==> src/rtl/multicycle_cpu_core.sv <==
// Multi-cycle 16-bit-instruction CPU core: FETCH/DECODE/EXEC/MEM/WB sequencer,
// 4-entry register file, Z/N flags, one-deep link register, dmem and I/O ports.
module multicycle_cpu_core #(
    parameter int DATA_W  = 8,
    parameter int PC_W    = 8,
    parameter int DMEM_AW = 8
) (
    input  logic               clk,
    input  logic               rst_n,
    output logic               imem_req,
    output logic [PC_W-1:0]    imem_addr,
    input  logic [15:0]        imem_rdata,
    input  logic               imem_valid,
    output logic               dmem_req,
    output logic               dmem_we,
    output logic [DMEM_AW-1:0] dmem_addr,
    output logic [DATA_W-1:0]  dmem_wdata,
    input  logic [DATA_W-1:0]  dmem_rdata,
    input  logic               dmem_valid,
    input  logic [DATA_W-1:0]  in_port,
    output logic [DATA_W-1:0]  out_port,
    output logic               out_valid,
    output logic               instr_retired,
    output logic [PC_W-1:0]    pc_out
);

    typedef enum logic [2:0] {
        S_FETCH, S_DECODE, S_EXEC, S_MEM, S_WB
    } state_t;

    typedef enum logic [3:0] {
        OP_NOP, OP_ADD, OP_SUB, OP_NAND, OP_SHL, OP_SHR, OP_OUT, OP_IN,
        OP_MOV, OP_BR, OP_BRC, OP_BSUB, OP_RET, OP_LOAD, OP_STORE, OP_LDI
    } op_t;

    state_t              state, state_nx;
    logic [15:0]         ir;
    logic [DATA_W-1:0]   opa, opb, res, alu_res;
    logic [DATA_W-1:0]   regs [4];
    logic [DATA_W-1:0]   out_q;
    logic [PC_W-1:0]     pc, lr, pc_nx;
    logic                z_flag, n_flag;
    op_t                 op;
    logic [1:0]          ra, rb;
    logic [DATA_W-1:0]   imm_ext;
    logic [PC_W-1:0]     target;
    logic                reg_we, flag_we;

    assign op      = op_t'(ir[15:12]);
    assign ra      = ir[11:10];
    assign rb      = ir[9:8];
    assign imm_ext = DATA_W'(ir[7:0]);
    assign target  = ir[PC_W-1:0];

    // State register
    always_ff @(posedge clk) begin
        if (!rst_n) state <= S_FETCH;
        else        state <= state_nx;
    end

    // Next-state and port outputs
    always_comb begin
        state_nx      = state;
        imem_req      = 1'b0;
        dmem_req      = 1'b0;
        out_valid     = 1'b0;
        instr_retired = 1'b0;
        case (state)
            S_FETCH:  begin
                imem_req = 1'b1;
                if (imem_valid) state_nx = S_DECODE;
            end
            S_DECODE: state_nx = S_EXEC;
            S_EXEC:   state_nx = (op == OP_LOAD || op == OP_STORE) ? S_MEM : S_WB;
            S_MEM:    begin
                dmem_req = 1'b1;
                if (dmem_valid) state_nx = S_WB;
            end
            S_WB:     begin
                instr_retired = 1'b1;
                out_valid     = (op == OP_OUT);
                state_nx      = S_FETCH;
            end
            default:  state_nx = S_FETCH;
        endcase
    end

    assign imem_addr  = pc;
    assign pc_out     = pc;
    assign out_port   = out_q;
    assign dmem_we    = (op == OP_STORE);
    assign dmem_addr  = DMEM_AW'(opb);
    assign dmem_wdata = opa;

    // ALU; shifts by >= DATA_W yield zero by language shift semantics
    always_comb begin
        alu_res = '0;
        case (op)
            OP_ADD:  alu_res = opa + opb;
            OP_SUB:  alu_res = opa - opb;
            OP_NAND: alu_res = ~(opa & opb);
            OP_SHL:  alu_res = opa << opb;
            OP_SHR:  alu_res = opa >> opb;
            OP_IN:   alu_res = in_port;
            OP_MOV:  alu_res = opb;
            OP_LDI:  alu_res = imm_ext;
            default: alu_res = '0;
        endcase
    end

    // Next pc and write enables for the WB edge
    always_comb begin
        pc_nx   = pc + PC_W'(1);
        reg_we  = 1'b0;
        flag_we = 1'b0;
        case (op)
            OP_ADD, OP_SUB, OP_NAND, OP_SHL, OP_SHR: begin
                reg_we  = 1'b1;
                flag_we = 1'b1;
            end
            OP_IN, OP_MOV, OP_LOAD, OP_LDI: reg_we = 1'b1;
            OP_BR, OP_BSUB: pc_nx = target;
            OP_BRC: if (ir[8] ? n_flag : z_flag) pc_nx = target;
            OP_RET: pc_nx = lr;
            default: ;
        endcase
    end

    // Datapath: latch instruction, operands, result; commit architectural state at WB
    always_ff @(posedge clk) begin
        if (!rst_n) begin
            pc     <= '0;
            lr     <= '0;
            z_flag <= 1'b0;
            n_flag <= 1'b0;
            out_q  <= '0;
            ir     <= '0;
            opa    <= '0;
            opb    <= '0;
            res    <= '0;
            for (int unsigned i = 0; i < 4; i++) regs[i] <= '0;
        end else begin
            case (state)
                S_FETCH:  if (imem_valid) ir <= imem_rdata;
                S_DECODE: begin
                    opa <= regs[ra];
                    opb <= regs[rb];
                end
                S_EXEC:   res <= alu_res;
                S_MEM:    if (dmem_valid && op == OP_LOAD) res <= dmem_rdata;
                S_WB:     begin
                    pc <= pc_nx;
                    if (reg_we) regs[ra] <= res;
                    if (flag_we) begin
                        z_flag <= (res == '0);
                        n_flag <= res[DATA_W-1];
                    end
                    if (op == OP_OUT)  out_q <= opa;
                    if (op == OP_BSUB) lr    <= pc + PC_W'(1);
                end
                default: ;
            endcase
        end
    end

endmodule
==> config.mk <==
export PLATFORM = sky130hd
export DESIGN_NAME = multicycle_cpu_core
export DESIGN_NICKNAME = d
export VERILOG_FILES = /design/src/rtl/multicycle_cpu_core.sv
export SDC_FILE = /design/constraint.sdc
export NUM_CORES = 1
export LEC_CHECK = 0
export CAP_MARGIN = 10
export CORE_ASPECT_RATIO = 1.5
export CORE_UTILIZATION = 33
export CTS_CLUSTER_SIZE = 28
export DETAILED_ROUTE_END_ITERATION = 8
export PLACE_DENSITY = 0.56
export SLEW_MARGIN = 20
export SYNTH_ARGS = -nofsm -noshare
export SYNTH_HDL_FRONTEND = slang
export SYNTH_SLANG_ARGS = --single-unit
==> constraint.sdc <==
create_clock -name clk -period 2.95 [get_ports clk]
set_input_delay 0.295 -clock clk [delete_from_list [all_inputs] [get_ports clk]]
set_output_delay 0.295 -clock clk [all_outputs]
set_load 0.05 [all_outputs]
==> impl_metrics.py <==
metrics = {
    "final_layout": {
        "utilization_pct": 40.5,
        "seq_area_um2": 2350,
        "antenna_cells": 0,
        "fin_area_um2": 7720,
        "most-common-layout-cells": "116 x nand2_1, 77 x clkdlybuf4s50_1, 66 x dfxtp_1",
        "multi_input_area_um2": 3710,
        "layout_commonest_cell": "nand2_1",
        "layout-drive-gt1-share_pct": 13.4,
        "area_growth_pct": 20.4,
        "final_cells": 995,
        "fin_nets": 781,
        "fillerInstances": 1946,
    },
    "clock_tree": {
        "clk_pin_slew_ps": 80,
        "cts_buffers": 9,
        "cts_root_buf": "clkbuf_16",
        "cts_resized": 0,
        "clockBufferDepth": 2,
        "clock_sinks": 101,
        "htreeDepth": 3,
        "ctsHoldBuffers": 0,
        "clk_latency_ps": 350,
        "cts_setup_buffers": 0,
        "tritoncts": "done",
    },
    "logic_synthesis": {
        "yosysSeqAreaShare_pct": 36.5,
        "syn_inst": 681,
        "netlist_area_um2": 6410,
        "synth_compound_area_share_pct": 21.1,
        "synthSimpleGateAreaFrac_pct": 21.4,
        "synth_top_area_cell": "dfxtp_1",
        "synth.distinct_cells": 83,
        "async_flop_share_pct": 0,
        "synth_top_area_share_pct": 21.5,
        "synthMuxAreaShare_pct": 11.0,
        "synth_area_leaders": "dfxtp_1 22%, edfxtp_1 15%, mux4_2 7.0%, nand2_1 6.8%, a21boi_0 3.3%",
        "synth_xor_area_share_pct": 2.05,
        "syn_nets": 728,
        "synth_warnings": 0,
        "synth-seq-cells": 101,
        "synthAdderAreaFrac_pct": 2.26,
        "avgSynthCellArea_um2": 9.42,
        "synth_top_family_by_area": "simple AND/OR/NAND/NOR gates",
        "yosys_most_used_dff": "dfxtp_1",
        "synth_edf_count": 32,
    },
    "floorplanning": {
        "chipWidth_um": 116,
        "initial_core_util_pct": 33.6,
        "die_height_um": 173,
        "dieArea_um2": 20000,
        "num_rows": 62,
        "boundaryPins": 81,
        "coreArea_um2": 19100,
    },
    "worst_setup_path": {
        "critPathArrivalTime_ps": 2870,
        "crit_fanout": 3,
        "r2r_slack_ps": 310,
        "critPathKind": "register to register",
        "worstSetupStartpoint": "ir[12]",
        "crit_path_end_kind": "register",
        "crit_required_ps": 3190,
        "worstSetupStartpointType": "register",
        "r2r_start": "ir[12]",
    },
    "routing": {
        "dr_wl_met2_um": 10200,
        "num_vias": 5393,
        "wl_met1_um": 8070,
        "wl_um": 19700,
        "drt_iter0_markers": 368,
        "wl_met3_um": 905,
        "highest_layer": "met4",
        "viasPerCell": 5.42,
        "wire_per_inst_um": 19.8,
        "dr.pass1.iters": 5,
        "drtAntennaViolNets": 0,
        "route.detailed.drc": 0,
    },
    "placement": {
        "io_buffer_count": 80,
        "post-place-cells": 979,
        "gp_congestion": 0.846,
        "dp_hpwl_um": 14500,
        "place_ws_ps": 331,
        "place_area_um2": 7400,
    },
    "timing": {
        "tightest_slew_ps": 896,
        "setup_viol": 0,
        "fin_setup_tns_ps": 0,
        "clock_skew_ps": 8.06,
        "hold_viol": 0,
        "drv_slew": 0,
        "slew_headroom_pct": 40.2,
        "finalCritPeriodShare_pct": 89.4,
        "final.min_clock_period_ps": 2640,
        "fmaxAchievable_mhz": 379,
        "worst_slack_ps": 314,
        "rsz0062_at_grt": "false",
        "hold-worst-slack_ps": 399,
    },
    "global_route": {
        "grt_overflow": 0,
        "grt_pass1_wl_um": 31000,
        "grt.total_usage_pct": 20.5,
        "grt_antenna_before_repair": 0,
        "grt_max_degree": 67,
        "grt_pass1_vias": 5450,
    },
    "power": {
        "power.total_mw": 3.88,
        "clkPwrFrac_pct": 33.2,
        "p_int_mw": 2.60,
        "swShare_pct": 33.1,
        "p_switching_mw": 1.28,
        "power.share.combinational_pct": 25.3,
        "pwr-share-seq_pct": 41.5,
        "ir_drop_v": 0.000235,
        "power.leakage_nw": 2.83,
        "p_per_area_nw_per_um2": 503,
    },
    "worst_hold_path": {
        "hold_path_class": "primary input to register",
        "min_from": "rst_n",
    },
    "job": {
        "max_cap_viol_count": 0,
    },
    "run_status": {
        "outcome": "completed",
    },
}
[final cells by class]
class                   count  area share [%]
well taps                 256            4.15
multi-input cells         508            48.1
clock buffers               9            2.92
inverters                  10           0.486
repair buffers            104            12.7
flip-flops and latches    101            30.4
clock inverters             7            1.23
[per-layer routing]
| metal | vias to the layer above | GRT usage (%) |
|---|---|---|
| met5 | - | 0 |
| met4 | 0 | 7.53 |
| met3 | 29 | 2.98 |
| met2 | 185 | 35.7 |
| met1 | 2600 | 25.2 |
| li1 | 2579 | - |
[power by group through the flow]
stage	Sequential, mW	Clock [mW]	Combinational [mW]
4_1_cts	1.61	1.32	0.982
3_3_place_gp	1.64	0	0.975
2_1_floorplan	1.64	0	0.672
5_1_grt	1.62	1.37	1.07
3_5_place_dp	1.64	0	0.977
6_report	1.61	1.29	0.982
[Yosys cell counts, types with 6 or more instances]
library cell / count
nand2_1: 116
dfxtp_1: 69
edfxtp_1: 32
nor2_1: 32
a21boi_0: 28
and2_1: 28
a21oi_1: 24
clkbuf_1: 23
o21ai_0: 22
buf_2: 21
mux4_2: 20
mux2i_1: 17
o211a_1: 13
a21boi_1: 12
buf_4: 11
nor2b_1: 11
nor3_1: 11
and3_1: 10
ha_1: 10
o21ai_1: 10
xnor2_1: 10
a211oi_1: 8
nand3_1: 8
a221oi_2: 7
inv_1: 7
nand2b_1: 7
nand3b_1: 6
o21a_1: 6
[registers in the layout, indices dropped and copies added (netlist names), 3 cells and up]
| register | count |
|---|---|
| dmem_addr | 8 |
| dmem_wdata | 8 |
| imem_addr | 8 |
| ir | 16 |
| lr | 8 |
| out_port | 8 |
| regs | 32 |
| res | 8 |
| state | 3 |
[worst paths after layout]
kind                            depth (start not counted)            to
worst max-delay path                                   10        res[5]
worst min-delay path                                    2  dmem_addr[4]
worst max register to register                         10        res[5]
worst min register to register                          2   out_port[4]
[critical path, stage by stage (launching register included)]
cell	delay, ps
dfxtp_1	340
nor4b_4	390
mux2_2	410
inv_1	60
ha_1	210
nor2b_1	140
o31a_1	270
o21a_1	180
or3_1	300
a31oi_1	170
a211oi_1	60
[kinds of logic (layout without fill, tap and decap cells)]
kind of cell    count (synthesis)  count (layout)
flops                         101             101
compound gates                179             179
fa+ha+maj                      11              11
xor+xnor                       15              15
mux                            44              44
simple gates                  259             259
buf+inv                        72             130
Note: power is estimated with default switching activity, not from simulation.
